File: src/rtl/reg_select_sequencer_if.sv
// Control-unit <-> register-select bus: IR capture, field selects, strobes,
// list-walk handshake and the per-register enables back to the register file.
interface reg_select_sequencer_if #(
  parameter int DATA_WIDTH = 32,
  parameter int REG_ADDR_W = 4
);
  localparam int NUM_REGS = 2**REG_ADDR_W;

  logic [DATA_WIDTH-1:0] IR_data;
  logic                  IR_load;
  logic                  Gra, Grb, Grc;
  logic                  Rin, Rout, BAout;
  logic                  list_start;
  logic                  list_step;
  logic [NUM_REGS-1:0]   reg_in;
  logic [NUM_REGS-1:0]   reg_out;
  logic [REG_ADDR_W-1:0] sel_addr;
  logic                  ba_zero;
  logic                  list_busy;
  logic                  list_done;
  logic [REG_ADDR_W:0]   list_count;
  logic                  sel_err;

  modport master (
    output IR_data, IR_load, Gra, Grb, Grc, Rin, Rout, BAout, list_start, list_step,
    input  reg_in, reg_out, sel_addr, ba_zero, list_busy, list_done, list_count, sel_err
  );

  modport slave (
    input  IR_data, IR_load, Gra, Grb, Grc, Rin, Rout, BAout, list_start, list_step,
    output reg_in, reg_out, sel_addr, ba_zero, list_busy, list_done, list_count, sel_err
  );
endinterface

File: src/rtl/reg_select_sequencer.sv
// IR register-field select/decode with a register-list walker for multi-register
// load/store. Optional sticky select-conflict detector under `SEL_CONFLICT_EN.
module reg_select_sequencer #(
  parameter int DATA_WIDTH = 32,
  parameter int REG_ADDR_W = 4,
  parameter int RA_LSB     = 23,
  parameter int RB_LSB     = 19,
  parameter int RC_LSB     = 15,
  parameter int LIST_LSB   = 0
) (
  input  logic                   clock,
  input  logic                   clear,
  reg_select_sequencer_if.slave  bus
);
  localparam int NUM_REGS = 2**REG_ADDR_W;

  typedef enum logic [1:0] {IDLE, RUN, DONE} state_e;

  state_e                 state_q, state_d;
  logic [DATA_WIDTH-1:0]  ir_q, ir_d;
  logic [NUM_REGS-1:0]    mask_q, mask_d;
  logic [REG_ADDR_W:0]    count_q, count_d;

  logic                   gr_any;
  logic [REG_ADDR_W-1:0]  fld_addr, low_idx, sel_addr;
  logic [NUM_REGS-1:0]    sel_oh, reg_in, reg_out, list_mask, mask_left;
  logic                   ba_zero;
  logic                   ir_unused;

  // Only the register fields and list mask are decoded; the rest of IR rides along.
  assign ir_unused = ^ir_q;
  assign list_mask = ir_q[LIST_LSB +: NUM_REGS];
  assign gr_any    = bus.Gra | bus.Grb | bus.Grc;

  always_comb begin
    fld_addr = '0;
    if (bus.Gra)      fld_addr = ir_q[RA_LSB +: REG_ADDR_W];
    else if (bus.Grb) fld_addr = ir_q[RB_LSB +: REG_ADDR_W];
    else if (bus.Grc) fld_addr = ir_q[RC_LSB +: REG_ADDR_W];
  end

  // Downward scan so the last hit is the lowest set bit.
  always_comb begin
    low_idx = '0;
    for (int i = NUM_REGS-1; i >= 0; i--)
      if (mask_q[i]) low_idx = REG_ADDR_W'(i);
  end

  always_comb begin
    sel_addr = '0;
    reg_in   = '0;
    reg_out  = '0;
    ba_zero  = 1'b0;
    sel_oh   = '0;
    case (state_q)
      IDLE: begin
        sel_addr         = fld_addr;
        sel_oh[fld_addr] = 1'b1;
        ba_zero          = bus.BAout & ~bus.Rout & gr_any & (fld_addr == '0);
        if (bus.Rin & gr_any)                             reg_in  = sel_oh;
        if ((bus.Rout | bus.BAout) & gr_any & ~ba_zero)   reg_out = sel_oh;
      end
      RUN: begin
        sel_addr        = low_idx;
        sel_oh[low_idx] = 1'b1;
        if (bus.Rin)  reg_in  = sel_oh;
        if (bus.Rout) reg_out = sel_oh;
      end
      default: ;
    endcase
  end

  assign mask_left = mask_q & ~sel_oh;

  always_comb begin
    state_d = state_q;
    ir_d    = ir_q;
    mask_d  = mask_q;
    count_d = count_q;
    if (bus.IR_load && state_q != RUN) ir_d = bus.IR_data;
    case (state_q)
      IDLE: if (bus.list_start) begin
        mask_d  = list_mask;
        count_d = '0;
        state_d = (list_mask == '0) ? DONE : RUN;
      end
      RUN: if (bus.list_step) begin
        mask_d  = mask_left;
        count_d = count_q + 1'b1;
        if (mask_left == '0) state_d = DONE;
      end
      DONE:    state_d = IDLE;
      default: state_d = IDLE;
    endcase
  end

  always_ff @(posedge clock or negedge clear) begin
    if (!clear) begin
      state_q <= IDLE;
      ir_q    <= '0;
      mask_q  <= '0;
      count_q <= '0;
    end else begin
      state_q <= state_d;
      ir_q    <= ir_d;
      mask_q  <= mask_d;
      count_q <= count_d;
    end
  end

`ifdef SEL_CONFLICT_EN
  logic sel_err_q, sel_err_d;
  logic conflict;

  assign conflict = (state_q == IDLE) &&
                    ((bus.Gra & bus.Grb) | (bus.Gra & bus.Grc) | (bus.Grb & bus.Grc) |
                     (bus.Rin & bus.Rout & gr_any));

  always_comb begin
    sel_err_d = sel_err_q | conflict;
  end

  always_ff @(posedge clock or negedge clear) begin
    if (!clear) sel_err_q <= 1'b0;
    else        sel_err_q <= sel_err_d;
  end

  assign bus.sel_err = sel_err_q;
`else
  assign bus.sel_err = 1'b0;
`endif

  assign bus.reg_in     = reg_in;
  assign bus.reg_out    = reg_out;
  assign bus.sel_addr   = sel_addr;
  assign bus.ba_zero    = ba_zero;
  assign bus.list_busy  = (state_q == RUN);
  assign bus.list_done  = (state_q == DONE);
  assign bus.list_count = count_q;
endmodule

File: src/flat_wrapper.sv
// flat-port wrapper written by rule: the top's interface ports become plain ports
module reg_select_sequencer_flat 
#(
  parameter int DATA_WIDTH = 32,
  parameter int REG_ADDR_W = 4,
  parameter int RA_LSB     = 23,
  parameter int RB_LSB     = 19,
  parameter int RC_LSB     = 15,
  parameter int LIST_LSB   = 0
)
  (clock, clear, bus_IR_data, bus_IR_load, bus_Gra, bus_Grb, bus_Grc, bus_Rin, bus_Rout, bus_BAout, bus_list_start, bus_list_step, bus_reg_in, bus_reg_out, bus_sel_addr, bus_ba_zero, bus_list_busy, bus_list_done, bus_list_count, bus_sel_err);
  reg_select_sequencer_if #(.DATA_WIDTH(DATA_WIDTH), .REG_ADDR_W(REG_ADDR_W)) bus_i ();
  input  logic clock;
  input  logic clear;
  input wire logic [$bits(bus_i.IR_data)-1:0] bus_IR_data;
  input wire logic [$bits(bus_i.IR_load)-1:0] bus_IR_load;
  input wire logic [$bits(bus_i.Gra)-1:0] bus_Gra;
  input wire logic [$bits(bus_i.Grb)-1:0] bus_Grb;
  input wire logic [$bits(bus_i.Grc)-1:0] bus_Grc;
  input wire logic [$bits(bus_i.Rin)-1:0] bus_Rin;
  input wire logic [$bits(bus_i.Rout)-1:0] bus_Rout;
  input wire logic [$bits(bus_i.BAout)-1:0] bus_BAout;
  input wire logic [$bits(bus_i.list_start)-1:0] bus_list_start;
  input wire logic [$bits(bus_i.list_step)-1:0] bus_list_step;
  output wire logic [$bits(bus_i.reg_in)-1:0] bus_reg_in;
  output wire logic [$bits(bus_i.reg_out)-1:0] bus_reg_out;
  output wire logic [$bits(bus_i.sel_addr)-1:0] bus_sel_addr;
  output wire logic [$bits(bus_i.ba_zero)-1:0] bus_ba_zero;
  output wire logic [$bits(bus_i.list_busy)-1:0] bus_list_busy;
  output wire logic [$bits(bus_i.list_done)-1:0] bus_list_done;
  output wire logic [$bits(bus_i.list_count)-1:0] bus_list_count;
  output wire logic [$bits(bus_i.sel_err)-1:0] bus_sel_err;
  assign bus_i.IR_data = bus_IR_data;
  assign bus_i.IR_load = bus_IR_load;
  assign bus_i.Gra = bus_Gra;
  assign bus_i.Grb = bus_Grb;
  assign bus_i.Grc = bus_Grc;
  assign bus_i.Rin = bus_Rin;
  assign bus_i.Rout = bus_Rout;
  assign bus_i.BAout = bus_BAout;
  assign bus_i.list_start = bus_list_start;
  assign bus_i.list_step = bus_list_step;
  assign bus_reg_in = bus_i.reg_in;
  assign bus_reg_out = bus_i.reg_out;
  assign bus_sel_addr = bus_i.sel_addr;
  assign bus_ba_zero = bus_i.ba_zero;
  assign bus_list_busy = bus_i.list_busy;
  assign bus_list_done = bus_i.list_done;
  assign bus_list_count = bus_i.list_count;
  assign bus_sel_err = bus_i.sel_err;
  reg_select_sequencer #(.DATA_WIDTH(DATA_WIDTH), .REG_ADDR_W(REG_ADDR_W), .RA_LSB(RA_LSB), .RB_LSB(RB_LSB), .RC_LSB(RC_LSB), .LIST_LSB(LIST_LSB)) u_core (.clock(clock), .clear(clear), .bus(bus_i));
endmodule
File: config.mk
export PLATFORM = sky130hd
export DESIGN_NAME = reg_select_sequencer_flat
export DESIGN_NICKNAME = d
export VERILOG_FILES = /design/src/rtl/reg_select_sequencer_if.sv /design/src/rtl/reg_select_sequencer.sv /design/src/flat_wrapper.sv
export SDC_FILE = /design/constraint.sdc
export NUM_CORES = 1
export LEC_CHECK = 0
export CAP_MARGIN = 15
export CORE_UTILIZATION = 53
export CTS_CLUSTER_DIAMETER = 50
export DETAILED_ROUTE_END_ITERATION = 10
export HOLD_SLACK_MARGIN = 0.08
export PLACE_DENSITY = 0.85
export SYNTH_ARGS = -nofsm -noshare
export SYNTH_HDL_FRONTEND = slang
export SYNTH_SLANG_ARGS = --single-unit
File: constraint.sdc
create_clock -name clock -period 3.85 [get_ports clock]
set_input_delay 0.77 -clock clock [delete_from_list [all_inputs] [get_ports clock]]
set_output_delay 0.77 -clock clock [all_outputs]
set_load 0.01 [all_outputs]
==> impl_metrics.csv <==
group,metric,value,unit
clocking,cts_num_sinks,50,
logic_synthesis,synth_cell_type_count,62,
sta,fmax,0.267,GHz
grt,grt_pass1_vias,3353,
place,numPortBuffers,81,
grt,gr-total-overflow,0,
route,drc,0,
logic_synthesis,ys_warn_count,0,
place,hpwlAfterDp,9220,microns
logic_synthesis,synth_fa_ha_area_share,0.379,%
job,max_cap_violations,0,
clocking,clock_path_buffers,2,
clocking,cts_root_buf,"clkbuf_8",
grt,grt_max_degree,51,
place,dp_slack,-166,ps
route,avgRoutedWirePerCell,20.9,microns
logic_synthesis,synth-xor-area-share,0.797,%
route,drtPass1Iterations,5,
route,routed_wirelength,11600,microns
die,die_h,80.9,microns
setup_path,startpoint,"bus_Grb",
logic_synthesis,synth-edff-count,0,
clocking,htree_levels,2,
clocking,numCtsBuffers,5,
sta,rsz0062_at_grt,"yes",
run_status,outcome,"finished clean",
setup_path,start_kind,"input pin",
sta,finalSetupViolCount,0,
sta,max_slew.worst_pin.slew,1100,ps
logic_synthesis,syn_inst,366,
setup_path,cpMaxStageDelayCell,"clkdlybuf4s50_1",
die,fp.dieW,80.9,microns
layout,ff_latch_area,1250,sq um
place,post_dp_cell_area,4470,sq um
sta,fin_crit_sh,97.3,%
layout,drive_gt1_share,21.1,%
hold_path,hold_path_class,"flop to flop",
sta,whs,524,ps
die,io_pins,88,
layout,syn_to_final_growth,38.5,%
logic_synthesis,muxShareOfSynthArea,10.2,%
route,routed_via_density,6.48,
setup_path,worstPathRequired,3080,ps
die,die_area,6540,sq um
logic_synthesis,synth_compound_gate_area_share,23.3,%
die,num_rows,28,
setup_path,crit_chain,"dlygate4sd2_1 -> and3b_1 -> o21a_4 -> or3_1 -> a21o_1 -> nand2_1 -> buf_12 -> o32ai_1 -> clkdlybuf4s50_1",
sta,maxSlewViolCount,0,
layout,final_util,76.7,%
sta,fin_ws,104,ps
setup_path,reg2reg_from,"u_core.mask_q[7]",
sta,skew,16.8,ps
route,drt_iter0_drc,384,
setup_path,max_stage_delay,490,ps
grt,grt.total_usage,38.0,%
layout,final.fill_count,423,
layout,final_area,4570,sq um
layout,num_antenna_cells,0,
die,core,5960,sq um
clocking,clk_latency,310,ps
pwr,total_power,3620,uW
setup_path,cp-end-kind,"output port",
clocking,clk_transition_reported_paths,90,ps
grt,antenna_found_initial,0,
logic_synthesis,synthesis.area,3300,sq um
sta,period_needed,3750,ps
logic_synthesis,synth.avg_cell_area,9.01,sq um
die,start_util,55.4,%
hold_path,min_from,"u_core.ir_q[0]",
logic_synthesis,synth_seq_area_share,37.9,%
sta,hold_violations,0,
logic_synthesis,yosys_most_used_dff,"dfrtp_1",
setup_path,critPathArrivalTime,2980,ps
layout,multi_input_area,1950,sq um
logic_synthesis,ys_ff_latch,50,
pwr,p_leak,0.00192,uW
logic_synthesis,synth_top_family_by_area,"simple AND/OR/NAND/NOR gates",
route,ant_nets,0,
clocking,cts_tree,"built",
logic_synthesis,async_reset_ff_share,100,%
route,vias,3616,
layout,nets,526,
pwr,power.density,792,nW/um^2
pwr,ir_worst_vdd,0.511,mV
grt,grt_pass1_wl,18200,microns
sta,slew_headroom,26.3,%
logic_synthesis,syn-num-nets,410,
place,gp_congestion,0.992,
setup_path,cp_max_fo,11,
logic_synthesis,yosys.area_share.simple,23.9,%
setup_path,worst-setup-path-type,"input pin to output port",
## cells in the mapped netlist (5+ instances only)
cell type / count / area [sq um]
inv_1: 6 / 22.5
a22o_1: 17 / 149
o21ai_0: 10 / 50.1
nor2_1: 52 / 195
nand3_1: 9 / 45.0
nor3_1: 7 / 35.0
clkbuf_1: 11 / 41.3
and3_1: 7 / 43.8
nor4_1: 8 / 50.1
a21oi_1: 16 / 80.1
o22ai_1: 7 / 43.8
a21o_1: 10 / 75.1
dfrtp_1: 50 / 1250
mux2_2: 29 / 327
nand2_1: 39 / 146
nor2b_1: 5 / 31.3
nand2b_1: 6 / 37.5
## cell type report
type | instances | area share (%)
clock inverters | 3 | 0.466
clock buffers | 5 | 1.51
well taps | 75 | 2.05
repair buffers | 126 | 25.2
multi-input cells | 290 | 42.6
inverters | 9 | 0.740
flip-flops and latches | 50 | 27.4
## metrics by stage
stage	setup TNS (ps)	std cells
3_5_place_dp	-2040	549
3_3_place_gp	-1130	549
6_report	0	558
2_1_floorplan	0	366
5_1_grt	-38.6	558
4_1_cts	0	558
## power by group
part,internal [uW],total (uW),switching [uW]
clock network,128,322,194
logic,1040,2210,1180
registers,771,1080,310
## routing by layer
metal,vias to the layer above,GRT usage (%),wire length (microns)
met2,273,57.8,5170
li1,1597,-,-
met5,-,0,0
met3,44,6.85,1150
met4,0,17.9,548
met1,1702,52.3,4770
## registers in the layout, summed over array words and instances, names as in the netlist
name and cells:
u_core.ir_q 27, u_core.bus.list_count 5, u_core.state_q 2, u_core.mask_q 16
## placed cells by master, fill, tap and decap left out, types with 4 or more instances in the layout
cell type / count
clkdlybuf4s50_1: 73
nor2_1: 52
dfrtp_1: 50
buf_4: 44
nand2_1: 39
mux2_2: 29
a22o_1: 17
a21oi_1: 16
a21o_1: 10
nand3_1: 9
o21ai_0: 9
nor4_1: 8
nor3_1: 7
o22ai_1: 7
and3_1: 7
inv_1: 6
nor2b_1: 5
nand2b_1: 5
clkbuf_8: 5
dlygate4sd2_1: 5
nand3b_1: 4
o21a_1: 4
nand4_1: 4
o32ai_1: 4
## path summary, 6_finish.rpt
path	endpoint	slack, ps	cells after the start
worst max-delay path	bus_reg_out[13]	100	9
worst min-delay path	u_core.mask_q[0]	520	2
worst max register to register	u_core.state_q[0]	760	9
worst min register to register	u_core.mask_q[0]	520	2
max in group asynchronous	u_core.ir_q[8]	2870	2
min in group asynchronous	u_core.mask_q[2]	540	2
## critical path: cells and delay by family
| family | cells | cell delay [ps] |
|---|---|---|
| compound gates | 3 | 510 |
| buf+inv | 3 | 980 |
| simple gates | 3 | 710 |
## kinds of logic after synthesis
logic type	after synthesis
AND/OR/NAND/NOR	157
AO/OA/AOI/OAI	98
flip-flops	50
multiplexers	30
buffers and inverters	26
XOR/XNOR	3
adder cells (fa/ha/maj)	1
other	1
## timing repair
action,in CTS,in global routing
endpoints found under the hold margin,0,0
hold buffers,0,0
resized for setup,7,3
buffers inserted,1,0
endpoints found under the setup margin,24,4
No activity file was read; power rests on OpenSTA's default activity.
